File: src/rtl/ntt_intt_ip_x_heep_pkg.sv
// Shared types and constants for the Kyber NTT/INTT butterfly scheduler.
// Latency: n/a (types and constants only).
// Backpressure: n/a.
package ntt_intt_ip_x_heep_pkg;

   localparam int NTT_N      = 256;
   localparam int NTT_LAYERS = 7;

   // Butterfly operation requested from the datapath.
   typedef enum logic [1:0] {
      OP_CT    = 2'd0,
      OP_GS    = 2'd1,
      OP_SCALE = 2'd2
   } op_e;

   // Scheduler FSM states.
   typedef enum logic [1:0] {
      ST_IDLE  = 2'd0,
      ST_ISSUE = 2'd1,
      ST_DRAIN = 2'd2,
      ST_DONE  = 2'd3
   } sched_state_e;

endpackage

File: src/rtl/ntt_intt_addr_gen.sv
// Maps (mode, layer, butterfly index, scale pass) to the coefficient pair, twiddle index and op.
// Latency: purely combinational, 0 cycles.
// Backpressure: none; outputs follow the inputs.
//
// Ports:
//   mode_i     0=NTT (Cooley-Tukey), 1=INTT (Gentleman-Sande)
//   layer_i    layer number s, 0..6
//   j_i        butterfly index within the layer, 0..127
//   scale_i    1 during the INTT final scaling pass
//   addr_a_o / addr_b_o / zeta_idx_o / op_o   butterfly tuple
module ntt_intt_addr_gen
   import ntt_intt_ip_x_heep_pkg::*;
(
   input  logic       mode_i,
   input  logic [2:0] layer_i,
   input  logic [6:0] j_i,
   input  logic       scale_i,
   output logic [7:0] addr_a_o,
   output logic [7:0] addr_b_o,
   output logic [6:0] zeta_idx_o,
   output logic [1:0] op_o
);

   logic [2:0] sh;       // log2 of the butterfly span
   logic [3:0] grp_sh;   // sh+1, kept 4 bits wide so sh=7 does not wrap
   logic [7:0] len;
   logic [6:0] grp;
   logic [6:0] off;
   logic [7:0] addr_a;
   op_e        op;

   always_comb begin
      // NTT spans shrink 128..2 as layers advance, INTT spans grow 2..128.
      sh     = mode_i ? (layer_i + 3'd1) : (3'd7 - layer_i);
      grp_sh = {1'b0, sh} + 4'd1;
      len    = 8'd1 << sh;
      grp    = j_i >> sh;
      off    = j_i & 7'(len - 8'd1);
      // Each group occupies 2*len consecutive coefficients.
      addr_a = ({1'b0, grp} << grp_sh) | {1'b0, off};

      addr_a_o = addr_a;
      addr_b_o = addr_a + len;
      if (mode_i) begin
         // INTT walks the twiddle table backwards from the top of each level.
         zeta_idx_o = 7'((9'd256 >> sh) - 9'd1 - {2'b00, grp});
         op         = OP_GS;
      end else begin
         zeta_idx_o = 7'((8'd128 >> sh) + {1'b0, grp});
         op         = OP_CT;
      end

      // Scaling pass touches adjacent coefficient pairs, no twiddle needed.
      if (scale_i) begin
         addr_a_o   = {j_i, 1'b0};
         addr_b_o   = {j_i, 1'b1};
         zeta_idx_o = 7'd0;
         op         = OP_SCALE;
      end

      op_o = op;
   end

endmodule

File: src/rtl/ntt_intt_sched.sv
// Butterfly scheduler: walks 7 NTT/INTT layers (+ INTT scale pass) over 256 coefficients.
// Latency: first tuple valid 1 cycle after start_i; one tuple per accepted handshake.
// Backpressure: valid/ready on the tuple port, tuple held while !ready; issue stalls at MAX_OUTSTANDING.
//
// Ports:
//   clk_i, rst_i                 clock, synchronous active-high reset
//   start_i, mode_i              start pulse (IDLE only) and mode (0=NTT, 1=INTT)
//   busy_o, done_o, err_o        status: issuing/draining, 1-cycle completion, sticky write-back error
//   bf_valid_o, bf_ready_i       tuple handshake
//   addr_a_o, addr_b_o, zeta_idx_o, op_o   butterfly tuple (zero while not valid)
//   wb_done_i                    one butterfly result written back
module ntt_intt_sched
   import ntt_intt_ip_x_heep_pkg::*;
#(
   parameter int N               = 256,
   parameter int MAX_OUTSTANDING = 8
)
(
   input  logic       clk_i,
   input  logic       rst_i,
   input  logic       start_i,
   input  logic       mode_i,
   output logic       busy_o,
   output logic       done_o,
   output logic       err_o,
   output logic       bf_valid_o,
   input  logic       bf_ready_i,
   output logic [7:0] addr_a_o,
   output logic [7:0] addr_b_o,
   output logic [6:0] zeta_idx_o,
   output logic [1:0] op_o,
   input  logic       wb_done_i
);

   localparam int               CNT_W      = $clog2(MAX_OUTSTANDING + 1);
   localparam logic [CNT_W-1:0] CNT_MAX    = CNT_W'(MAX_OUTSTANDING);
   localparam logic [CNT_W-1:0] CNT_ONE    = CNT_W'(1);
   localparam logic [6:0]       J_LAST     = 7'(N / 2 - 1);
   localparam logic [2:0]       LAYER_LAST = 3'(NTT_LAYERS - 1);

   sched_state_e     state_q, state_d;
   logic             mode_q, mode_d;
   logic [2:0]       layer_q, layer_d;
   logic             scale_q, scale_d;
   logic [6:0]       j_q, j_d;
   logic [CNT_W-1:0] outst_q, outst_d;
   logic             err_q, err_d;

   logic       bf_valid;
   logic       fire;
   logic [7:0] gen_addr_a;
   logic [7:0] gen_addr_b;
   logic [6:0] gen_zeta;
   logic [1:0] gen_op;

   ntt_intt_addr_gen u_addr_gen (
      .mode_i     (mode_q),
      .layer_i    (layer_q),
      .j_i        (j_q),
      .scale_i    (scale_q),
      .addr_a_o   (gen_addr_a),
      .addr_b_o   (gen_addr_b),
      .zeta_idx_o (gen_zeta),
      .op_o       (gen_op)
   );

   assign bf_valid = (state_q == ST_ISSUE) && (outst_q < CNT_MAX);
   assign fire     = bf_valid & bf_ready_i;

   // Tuple is decoded from registered state only, so it cannot change
   // while the datapath holds ready low.
   assign bf_valid_o = bf_valid;
   assign addr_a_o   = bf_valid ? gen_addr_a : 8'd0;
   assign addr_b_o   = bf_valid ? gen_addr_b : 8'd0;
   assign zeta_idx_o = bf_valid ? gen_zeta   : 7'd0;
   assign op_o       = bf_valid ? gen_op     : 2'd0;
   assign busy_o     = (state_q == ST_ISSUE) || (state_q == ST_DRAIN);
   assign done_o     = (state_q == ST_DONE);
   assign err_o      = err_q;

   always_comb begin
      state_d = state_q;
      mode_d  = mode_q;
      layer_d = layer_q;
      scale_d = scale_q;
      j_d     = j_q;
      outst_d = outst_q;
      err_d   = err_q;

      // Outstanding butterflies; a write-back with nothing in flight is
      // flagged rather than wrapping the counter.
      unique case ({fire, wb_done_i})
         2'b10: outst_d = outst_q + CNT_ONE;
         2'b01: begin
            if (outst_q == '0) err_d = 1'b1;
            else               outst_d = outst_q - CNT_ONE;
         end
         2'b11: begin
            if (outst_q == '0) err_d = 1'b1;
         end
         default: ;
      endcase

      unique case (state_q)
         ST_IDLE: begin
            if (start_i) begin
               mode_d  = mode_i;
               layer_d = 3'd0;
               scale_d = 1'b0;
               j_d     = 7'd0;
               err_d   = 1'b0;
               state_d = ST_ISSUE;
            end
         end
         ST_ISSUE: begin
            if (fire) begin
               if (j_q == J_LAST) begin
                  j_d     = 7'd0;
                  state_d = ST_DRAIN;
               end else begin
                  j_d = j_q + 7'd1;
               end
            end
         end
         ST_DRAIN: begin
            // Wait for every result of this layer to land before the next
            // layer reads any of them.
            if (outst_q == '0) begin
               if (!scale_q && (layer_q < LAYER_LAST)) begin
                  layer_d = layer_q + 3'd1;
                  state_d = ST_ISSUE;
               end else if (!scale_q && mode_q) begin
                  scale_d = 1'b1;
                  state_d = ST_ISSUE;
               end else begin
                  state_d = ST_DONE;
               end
            end
         end
         ST_DONE: begin
            state_d = ST_IDLE;
         end
         default: state_d = ST_IDLE;
      endcase
   end

   always_ff @(posedge clk_i) begin
      if (rst_i) begin
         state_q <= ST_IDLE;
         mode_q  <= 1'b0;
         layer_q <= 3'd0;
         scale_q <= 1'b0;
         j_q     <= 7'd0;
         outst_q <= '0;
         err_q   <= 1'b0;
      end else begin
         state_q <= state_d;
         mode_q  <= mode_d;
         layer_q <= layer_d;
         scale_q <= scale_d;
         j_q     <= j_d;
         outst_q <= outst_d;
         err_q   <= err_d;
      end
   end

endmodule

File: config.mk
export PLATFORM = sky130hd
export DESIGN_NAME = ntt_intt_sched
export DESIGN_NICKNAME = d
export VERILOG_FILES = /design/src/rtl/ntt_intt_ip_x_heep_pkg.sv /design/src/rtl/ntt_intt_addr_gen.sv /design/src/rtl/ntt_intt_sched.sv
export SDC_FILE = /design/constraint.sdc
export NUM_CORES = 1
export LEC_CHECK = 0
export CELL_PAD_IN_SITES_DETAIL_PLACEMENT = 1
export CELL_PAD_IN_SITES_GLOBAL_PLACEMENT = 2
export CORE_MARGIN = 1.5
export CORE_UTILIZATION = 28
export DETAILED_ROUTE_END_ITERATION = 6
export GPL_TIMING_DRIVEN = 0
export PLACE_DENSITY = 0.79
export RECOVER_POWER = 25
export SYNTH_ARGS = -nofsm -noshare
export SYNTH_HDL_FRONTEND = slang
export SYNTH_SLANG_ARGS = --single-unit
File: constraint.sdc
create_clock -name clk_i -period 8.72 [get_ports clk_i]
set_input_delay 2.18 -clock clk_i [delete_from_list [all_inputs] [get_ports clk_i]]
set_output_delay 2.18 -clock clk_i [all_outputs]
set_load 0.01 [all_outputs]
==> impl_metrics.yaml <==
outcome:
  status: "complete, no violations"
timing:
  clock_skew_ns: 0.00202
  slew_violations: 0
  fmax_mhz: 122
  whs_ns: 0.520
  setup-violations-final: 0
  tns_ns: 0
  finalHoldViolations: 0
  rsz0062_at_grt: "false"
  max_slew_margin: 0.465
  fin_crit_sh: 0.939
  tightest_slew_ns: 0.795
  final.min_clock_period_ns: 8.19
  fin_ws_ns: 0.529
global_routing:
  antenna_found_initial: 0
  grt_pass1_vias: 3181
  gr-total-overflow: 0
  grt_max_degree: 12
  grt_pass1_wl_um: 16700
  grt_usage: 0.189
critical_path:
  crit_fanout: 10
  slowest_stage: "clkdlybuf4s50_1"
  critPathKind: "reg -> out"
  cp-start-kind: "flip-flop"
  reg2reg_slack_ns: 6.02
  slowest_delay_ns: 0.58
  cp_cell_sequence: "ha_1, nor2b_1, xnor2_1, clkbuf_1, clkbuf_1, ha_1, clkbuf_1, inv_1, o21a_1, nand2_1, o21ai_0, ha_1, a21oi_1, nor4_1, a31o_1, a221o_1, a41o_1, nor2b_1, nor3b_1, clkdlybuf4s50_1"
  cp.arrival_ns: 6.01
  crit_required_ns: 6.54
  cp-end-kind: "output port"
clock_tree:
  cts_tree: "yes"
  root_buffer: "clkbuf_8"
  hold_buffers: 0
  max-clock-path-buffers: 2
  cts_max_level: 1
  clkSlewWorstSetupHoldPaths_ns: 0.08
  post_cts_buffers: 0
  numCtsBuffers: 3
  clock_sinks: 19
  clk_latency_ns: 0.26
  cts_resized: 0
route:
  via_count: 3119
  viasPerCell: 5.46
  wirelength_um: 10100
  drtIter0Drc: 171
  first_pass_iters: 4
  drc: 0
  routedWlPerCell_um: 17.7
  ant_nets: 0
synthesis:
  synth_largest_area_cell: "dfxtp_1"
  synth_seq_area_share: 0.133
  synth.distinct_cells: 59
  ys_warn_count: 0
  synth_most_common_cell: "nor2_1"
  synthFlopType: "dfxtp_1"
  synth_seq_cells: 19
  synthArstFlopShare: 0
  synthesis.nets: 436
  ys_top_cells_by_area: "dfxtp_1 (13%), ha_1 (12%), a21oi_1 (7.0%), nor2_1 (6.4%), xnor2_1 (5.5%)"
  syn_inst: 400
  synth_edf_count: 0
  synthTopCellsByCount: "nor2_1 (49), a21oi_1 (40), nand2_1 (31)"
  syn_area_um2: 2860
  avgSynthCellArea_um2: 7.15
  synth_top_area_share: 0.133
placed_design:
  numPortBuffers: 34
  placed_area_um2: 3370
  pre_cts_slack_ns: 0.885
  dp.final_hpwl_um: 8030
  place_congestion: 0.945
finish:
  syn_to_final_growth_pct: 19.3
  layout-drive-gt1-share: 0.0297
  finalInstanceArea_um2: 3410
  n_antenna_cell: 0
  layout.nets: 475
  fin_util: 0.347
power_and_ir_drop:
  powerDensity_nw_per_um2: 170
  leakage_uw: 0.00135
  ir_drop_mv: 0.137
hold_path:
  min_path_type: "reg -> reg"
floorplan:
  start_util: 0.291
  die_y_um: 104
  io_pins: 35
  die_x_um: 104
  rows: 36
  coreArea_um2: 9820
  dieArea_um2: 10800
job:
  maxCapViolations: 0
==> worst max-delay path: cells and delay by family, from the launching register on <==
family / cells / cell delay (ns)
xor+xnor: 1 / 0.41
simple gates: 5 / 0.63
fa+ha+maj: 3 / 0.78
compound gates: 6 / 1.43
flops: 1 / 0.46
buf+inv: 5 / 2.01
==> cells by family after synthesis <==
family                   count (synthesis)  share of synthesized area
multiplexers                            20                     0.0783
flip-flops                              19                      0.133
AND/OR/NAND/NOR                        142                      0.235
adder cells (fa/ha/maj)                 30                      0.139
AO/OA/AOI/OAI                          115                      0.271
XOR/XNOR                                25                     0.0766
buffers and inverters                   49                     0.0661
==> where the power goes <==
group / switching (µW) / leakage, µW / internal (µW)
combinational: 240 / 0.00117 / 154
sequential: 17.8 / 0.000155 / 103
clock: 33.8 / 0.0000255 / 31.8
total: 292 / 0.00135 / 290
==> state kept, by name, indices dropped and copies added (netlist names) <==
name / cells
layer_q: 3
j_q: 7
outst_q: 4
scale_q: 1
err_o: 1
mode_q: 1
state_q: 2
==> placed cells by master, fill, tap and decap left out, drive strengths merged, types with 3 or more instances in the layout <==
cell	count
a211oi	13
a21o	9
a21oi	40
a22o	3
a31oi	7
and2	4
buf	5
clkbuf	20
clkdlybuf4s50	28
dfxtp	19
dlygate4sd3	6
fa	3
ha	27
inv	27
mux2	3
mux2i	16
nand2	31
nand2b	8
nand3	10
nor2	49
nor3	17
nor4	4
o21a	4
o21ai	11
o21bai	3
o31ai	3
or3	6
xnor2	18
xor2	7
==> metrics by stage <==
stage,std cells,total power (µW)
2_1_floorplan,400,393
3_3_place_gp,567,511
3_5_place_dp,567,520
4_1_cts,571,588
5_1_grt,571,637
6_report,571,581
==> per-layer routing <==
metal / track usage / vias up / wire length (µm)
li1: - / 1520 / -
met1: 0.255 / 1521 / 4670
met2: 0.325 / 68 / 4870
met3: 0.0169 / 10 / 397
met4: 0.0427 / 0 / 161
met5: 0 / - / 0
==> final timing paths <==
| kind | start | depth (start not counted) | to |
|---|---|---|---|
| hold / removal | err_o$_SDFF_PP0_ | 2 | err_o$_SDFF_PP0_ |
| hold reg to reg | err_o$_SDFF_PP0_ | 2 | err_o$_SDFF_PP0_ |
| setup reg to reg | state_q[1]$_SDFFE_PP0P_ | 10 | j_q[5]$_SDFFE_PP0P_ |
| setup / recovery | layer_q[1]$_SDFFE_PP0P_ | 20 | addr_b_o[5] |
==> area by class of cell <==
class / count / area (µm²)
sequential: 19 / 380
inverter: 27 / 101
timing repair buffer: 34 / 340
buffer: 22 / 87.6
clock inverter: 1 / 5.00
tap: 133 / 166
clock buffer: 3 / 41.3
fill: 1280 / 6410
multi-input combinational: 332 / 2290
(Power assumes the default switching activity.)
